File: src/rtl/image_buffer_reader.sv
// Streams one frame of 32-bit pixel words from memory to a display through a credit-limited read FIFO.
// Optional IMAGE_BUFFER_READER_ERR_EN adds a sticky err output for read data nobody asked for.
module image_buffer_reader #(
  parameter int N_PIXEL    = 480000,
  parameter int FIFO_DEPTH = 8
) (
  input  logic        clock,
  input  logic        reset,
  input  logic        start,
  output logic        start_ack,
  input  logic        frame_sel,
  output logic        done,
  input  logic        done_ack,
  output logic [17:0] req_addr,
  output logic        req_valid,
  input  logic        req_ready,
  input  logic [31:0] rdata,
  input  logic        rdata_valid,
  output logic [31:0] dout,
  output logic        dout_valid,
  input  logic        dout_ready,
`ifdef IMAGE_BUFFER_READER_ERR_EN
  output logic        err,
`endif
  output logic        busy
);

  localparam int PTR_W = $clog2(FIFO_DEPTH);
  localparam int CNT_W = PTR_W + 1;
  localparam logic [16:0] MAX_ADDR = 17'(N_PIXEL / 4 - 1);

  typedef enum logic [1:0] {IDLE, FETCH, DRAIN, DONE} state_t;

  state_t             state_reg, state_next;
  logic               start_ack_reg, start_ack_r_reg;
  logic               frame_reg;
  logic [16:0]        addr_reg;
  logic [16:0]        pop_cnt_reg;
  logic [CNT_W-1:0]   outstanding_reg;
  logic [CNT_W-1:0]   fifo_count_reg;
  logic [PTR_W-1:0]   wr_ptr_reg, rd_ptr_reg;
  logic               done_reg;
  logic [31:0]        fifo_mem [FIFO_DEPTH];

  logic start_edge, credit_ok, req_fire, rd_accept, pop, last_pop, restart;

  assign start_edge = start_ack_reg & ~start_ack_r_reg;
  // Reserve a FIFO slot for every request in flight so returning data always fits.
  assign credit_ok  = ({1'b0, outstanding_reg} + {1'b0, fifo_count_reg}) < (CNT_W + 1)'(FIFO_DEPTH);
  assign req_fire   = req_valid & req_ready;
  assign rd_accept  = rdata_valid & (outstanding_reg != '0);
  assign dout_valid = (fifo_count_reg != '0);
  assign pop        = dout_valid & dout_ready;
  assign last_pop   = pop & (pop_cnt_reg == MAX_ADDR);
  assign restart    = start_edge & ((state_reg == IDLE) | (state_reg == DONE));

  assign start_ack = start_ack_reg;
  assign done      = done_reg;
  assign req_addr  = {frame_reg, addr_reg};
  assign dout      = fifo_mem[rd_ptr_reg];

  always_comb begin
    state_next = state_reg;
    req_valid  = 1'b0;
    busy       = 1'b0;
    case (state_reg)
      IDLE, DONE: begin
        if (start_edge) state_next = FETCH;
      end
      FETCH: begin
        busy      = 1'b1;
        req_valid = credit_ok;
        if (credit_ok && req_ready && addr_reg == MAX_ADDR) state_next = DRAIN;
      end
      DRAIN: begin
        busy = 1'b1;
        if (last_pop) state_next = DONE;
      end
      default: state_next = IDLE;
    endcase
  end

  always_ff @(posedge clock) begin
    if (reset) begin
      state_reg       <= IDLE;
      start_ack_reg   <= 1'b0;
      start_ack_r_reg <= 1'b0;
      frame_reg       <= 1'b0;
      addr_reg        <= '0;
      pop_cnt_reg     <= '0;
      done_reg        <= 1'b0;
    end else begin
      state_reg       <= state_next;
      start_ack_reg   <= start;
      start_ack_r_reg <= start_ack_reg;
      if (restart) begin
        frame_reg   <= frame_sel;
        addr_reg    <= '0;
        pop_cnt_reg <= '0;
        done_reg    <= 1'b0;
      end else begin
        if (req_fire) addr_reg <= addr_reg + 17'd1;
        if (pop) pop_cnt_reg <= pop_cnt_reg + 17'd1;
        if (state_reg == DRAIN && last_pop) done_reg <= 1'b1;
        else if (done_reg && done_ack) done_reg <= 1'b0;
      end
    end
  end

  // Data arriving with nothing outstanding (e.g. after a mid-frame reset) never enters the FIFO.
  always_ff @(posedge clock) begin
    if (reset) begin
      outstanding_reg <= '0;
      fifo_count_reg  <= '0;
      wr_ptr_reg      <= '0;
      rd_ptr_reg      <= '0;
    end else begin
      case ({req_fire, rd_accept})
        2'b10:   outstanding_reg <= outstanding_reg + CNT_W'(1);
        2'b01:   outstanding_reg <= outstanding_reg - CNT_W'(1);
        default: outstanding_reg <= outstanding_reg;
      endcase
      case ({rd_accept, pop})
        2'b10:   fifo_count_reg <= fifo_count_reg + CNT_W'(1);
        2'b01:   fifo_count_reg <= fifo_count_reg - CNT_W'(1);
        default: fifo_count_reg <= fifo_count_reg;
      endcase
      if (rd_accept) wr_ptr_reg <= wr_ptr_reg + PTR_W'(1);
      if (pop)       rd_ptr_reg <= rd_ptr_reg + PTR_W'(1);
    end
  end

  always_ff @(posedge clock) begin
    if (rd_accept) fifo_mem[wr_ptr_reg] <= rdata;
  end

`ifdef IMAGE_BUFFER_READER_ERR_EN
  always_ff @(posedge clock) begin
    if (reset) err <= 1'b0;
    else if (rdata_valid && outstanding_reg == '0) err <= 1'b1;
  end
`endif

endmodule
File: config.mk
export PLATFORM = sky130hd
export DESIGN_NAME = image_buffer_reader
export DESIGN_NICKNAME = d
export VERILOG_FILES = /design/src/rtl/image_buffer_reader.sv
export SDC_FILE = /design/constraint.sdc
export NUM_CORES = 1
export LEC_CHECK = 0
export ABC_AREA = 1
export CORE_ASPECT_RATIO = 1.1
export CORE_MARGIN = 5
export CORE_UTILIZATION = 55
export CTS_BUF_LIST = sky130_fd_sc_hd__clkbuf_8
export DETAILED_ROUTE_END_ITERATION = 12
export PLACE_DENSITY = 0.77
export SETUP_SLACK_MARGIN = 0.05
export SLEW_MARGIN = 20
export SYNTH_ARGS = -nofsm -noshare
export SYNTH_HDL_FRONTEND = slang
export SYNTH_SLANG_ARGS = --single-unit
File: constraint.sdc
create_clock -name clock -period 2.8 [get_ports clock]
set_input_delay 0.28 -clock clock [delete_from_list [all_inputs] [get_ports clock]]
set_output_delay 0.28 -clock clock [all_outputs]
set_load 0.02 [all_outputs]
# Word-level counts from Yosys, hierarchy flattened
# Memories as Yosys holds them, arrays and structs flattened. A register that Yosys moved wholly into a read port is not among the register bits.
# Cells that the tools add are included.
totals:
  memories: 1
  regBits: 54
  out_inout_bits: 55
  ramBits: 256
op_classes:
  order_cmp: 1
  n_bitwise: 8
  mux: 14
  addsub: 9
  n_eq_ne: 12
  reduce_logical: 14
mem_list:
  columns: ["memory", "words", "word_bits", "rd", "rd_clocked_by_memory_dff", "wr", "line_no", "source"]
  rows:
  - ["fifo_mem", 8, 32, 1, 1, 1, "43", "logic [31:0] fifo_mem [FIFO_DEPTH];"]
ops:
  columns: ["op", "count"]
  rows:
  - ["$add A17 B1 Y17 const B", 2]
  - ["$eq A17 B17 Y1 const B", 2]
  - ["$pmux W4 S2", 2]
  - ["$add A4 B1 Y4 const B", 2]
  - ["$eq A2 B2 Y1 const B", 4]
  - ["$reduce_bool A4 Y1", 2]
  - ["$sub A4 B1 Y4 const B", 2]
  - ["$add A3 B1 Y3 const B", 2]
  - ["$and A1 B1 Y1", 6]
  - ["$eq A2 B1 Y1 const B", 3]
  - ["$mux W1", 6]
  - ["$mux W2", 3]
  - ["$mux W3", 2]
  - ["$ne A2 B2 Y1 const B", 3]
  - ["$pmux W2 S3", 1]
  - ["$reduce_bool A2 Y1", 3]
  - ["$reduce_or A2 Y1", 3]
  - ["$add A4 B4 Y5", 1]
  - ["$lt A5 B4 Y1 const B", 1]
  - ["$logic_and A1 B1 Y1", 4]
  - ["$reduce_and A3 Y1", 1]
  - ["$logic_not A2 Y1", 1]
  - ["$not A1 Y1", 1]
  - ["$or A1 B1 Y1", 1]

# Logic depth before layout (Yosys ltp)
logic_depth:
  ltp_word: 6
  ltp_mapped: 14

# Worst setup path before layout
# Ideal clock, no wire load.
synth_timing:
  path_type: "register to register"
  startpoint: "register outstanding_reg[1]"
  endpoint: "memory fifo_mem[1][0] (enable)"
  path_stages_with_launch: 9
  synth_period_minus_slack_ns: 2.785
  path_slack_ns: 0.015
  arrival_ns: 2.364
  t_required_ns: 2.379
  path_cell_list: "dfxtp_1 -> inv_1 -> nand4_1 -> and2_1 -> buf_2 -> inv_1 -> nor2_1 -> inv_1 -> nor2_1"
synth_via:
  elab_chain_len: 4
synth_lines:
  columns: ["element", "line_no", "source"]
  rows:
  - ["from (decl)", "39", "logic [CNT_W-1:0] outstanding_reg;"]
  - ["from (signal assigned)", "119", "2'b10: outstanding_reg <= outstanding_reg + CNT_W'(1);"]
  - ["from (signal assigned)", "120", "2'b01: outstanding_reg <= outstanding_reg - CNT_W'(1);"]
  - ["from (signal assigned)", "121", "default: outstanding_reg <= outstanding_reg;"]
  - ["$reduce_bool A4 Y1", "51", "assign rd_accept = rdata_valid & (outstanding_reg != '0);"]
  - ["$and A1 B1 Y1", "51", null]
  - ["via rd_accept", "45", "logic start_edge, credit_ok, req_fire, rd_accept, pop, last_pop, restart;"]
  - ["$mux W1", "134", "if (rd_accept) fifo_mem[wr_ptr_reg] <= rdata;"]
  - ["$mux W1 (implied by the code)", "134", null]
  - ["to (decl)", "43", null]
# The timed path passes the listed nets, and every way through them passes these cells.

==> qor.txt <==
outcome -> completed
buffers and inverters on the worst path -> 3
gr usage total -> 21.25%
total number of yosys warnings -> 0
setup tns final -> 0 ns
starting DRC count in detailed routing -> 637
die area -> 26800 um^2
Worst-Margin Slew -> 0.3982 ns
Slew HR -> 73.33%
CP Capture Type -> output pin
share of layout cells above drive strength 1 -> 10.45%
Pre-Repair DR Iteration Count -> 5
Post-route DRC -> 0
# rows -> 59
Starting Density -> 55.34%
CTS sink cnt -> 313
commonest non-fill, non-tap cells in the layout -> nor2_1, edfxtp_1, o21ai_0
Worst IR Drop VDD -> 0.6267 mV
Synth area leader -> edfxtp_1
Routed WL -> 28.45 mm
grt total ovfl -> 0
Clock Pin Slew Worst Setup and Hold Paths -> 0.06 ns
most common cell after layout, fill and taps aside -> nor2_1
max_cap viols -> 0
post-detailed-route wirelength per cell -> 17.51 um
Final Hold Vio Count -> 0
crit path max fanout -> 34
most used cell, CP -> nor2_1
CTS buffer count -> 48
CTS root buf -> clkbuf_8
Min-Delay Path Class -> primary input to flop
initial antenna violation count -> 1
Core ar. -> 23480 um^2
vias in the first global route -> 8968
buffer depth of the longest clock path -> 3
sequential area share after synthesis -> 67.96%
FF+latch count, synth -> 313
post-synth top area share -> 59.17%
fmax -> 0.3866 GHz
CP Cell Sequence -> clkinv_2 > buf_8 > nor2_1 > o22ai_1 > nor2_1 > a31oi_1 > dlygate4sd2_1
Die W -> 156.5 um
largest net degree at the start of global routing -> 65
first-pass GRT wire length -> 45.18 mm
Final setup viols -> 0
RSZ-0062 raised after global routing -> no
Min Clock Period, post-route -> 2.586 ns
Final Max Tran Viols -> 0
Top Ports -> 95
mapped cell area -> 12990 um^2
slowest CP cell -> dfxtp_4
Worst Skew -> 0.02427 ns
Unique masters post-synth -> 39
antenna-violating nets left -> 0
Clock Latency Late Sink -> 0.56 ns
cell family with most CP delay -> buffers and inverters
die height -> 171.2 um
via count -> 9043
post-synthesis cell count -> 1168
worst setup path category -> flop to output pin
startpoint types -> flop
nets -> 1339
Critical Path RT -> 2.52 ns
max FFs per register -> 256
ranking of synthesized cells by area -> edfxtp_1, dfxtp_1, nor2_1
# diodes -> 0
GP Congestion -> 0.8650
Avg Synthesized Cell Area -> 11.12 um^2
max incr delay on CP -> 0.40 ns
Leak -> 5.532 nW
fin crit share -> 92.37%
vias per cell -> 5.565
hold_ws -> 0.2546 ns
Arr. time, crit path -> 2.31 ns
Port Buffers -> 94
syn_nets -> 1225
pwr dens -> 875.8 nW/um^2
CTS tree -> done
H-tree depth -> 2
DPL Wire Length -> 15.90 mm
Layout Area Growth over Synthesis -> 19.01%
-- power by group --
group	internal, mW	total, mW	switching [mW]	leakage (nW)
Sequential	5.45	5.62	0.175	2.77
Combinational	1.65	4.42	2.77	2.26
Clock	1.80	3.50	1.70	0.500
Total	8.90	13.5	4.64	5.53
-- area by class of cell --
cell class	instances	area, um^2
timing repair buffer	120	1410
clock buffer	48	660.6
clock inverter	40	235.2
tap	305	381.6
inverter	71	269.0
multi-input combinational	728	3671
sequential	313	8833
fill	1730	8014
-- Yosys cell counts, drive strengths merged --
library cell	count
o21ai	161
fa	2
clkbuf	22
nand3	29
and2	1
clkinv	1
ha	15
nor3	12
xnor2	5
o22ai	32
nand4	7
edfxtp	256
nand2	88
a21oi	49
nor2	291
xor2	3
inv	70
a31oi	32
nor3b	1
dfxtp	57
buf	34
-- worst min-delay path, cell delays in order --
cell,delay (ns)
clkdlybuf4s50_1,0.39
inv_1,0.05
nor2_1,0.03
-- per-layer routing --
metal	share of wire [%]	GRT usage, %	vias up
met5	0.046	0	-
met4	1.7	6.491	2
met3	8.5	4.655	51
met2	50	36.61	370
met1	40	27.13	4290
li1	-	-	4330
-- through the flow --
| step | worst slack, ns | instance area [um^2] | total power, mW | std cells | utilization [%] |
|---|---|---|---|---|---|
| global route | 0.09345 | 15460 | 14.31 | 1625 | 65.86 |
| CTS | 0.05918 | 15410 | 13.67 | 1625 | 65.63 |
| finish | 0.2135 | 15460 | 13.54 | 1625 | 65.86 |
| detailed placement | 0.2836 | 14430 | 10.12 | 1532 | 61.46 |
| global placement | 0.3435 | 14430 | 9.979 | 1532 | 61.46 |
| floorplan | 0.01486 | 12990 | 8.435 | 1168 | - |
-- cell families (layout without fill, tap and decap cells) --
family / Yosys count / count (layout) / share of synthesized area, %
adder cells (fa/ha/maj): 17 / 17 / 1.753
XOR/XNOR: 8 / 8 / 0.5394
AND/OR/NAND/NOR: 429 / 429 / 14.22
AO/OA/AOI/OAI: 274 / 274 / 11.29
buffers and inverters: 127 / 279 / 4.247
flip-flops: 313 / 313 / 67.96
-- what timing repair did --
item	in CTS	in global routing
setup buffers	3	0
resized for setup	16	21
cloned	2	0
setup endpoints to repair	32	19
hold buffers	0	0
-- worst paths after layout --
kind,startpoint,to,slack (ns),cells past startpoint
setup reg to reg,fifo_count_reg[3],outstanding_reg[3],0.31,13
setup / recovery,flop,dout[25],0.21,7
hold reg to reg,rd_ptr_reg[2],rd_ptr_reg[2],0.44,1
hold / removal,start,start_ack,0.25,3
(Power assumes the default switching activity.)
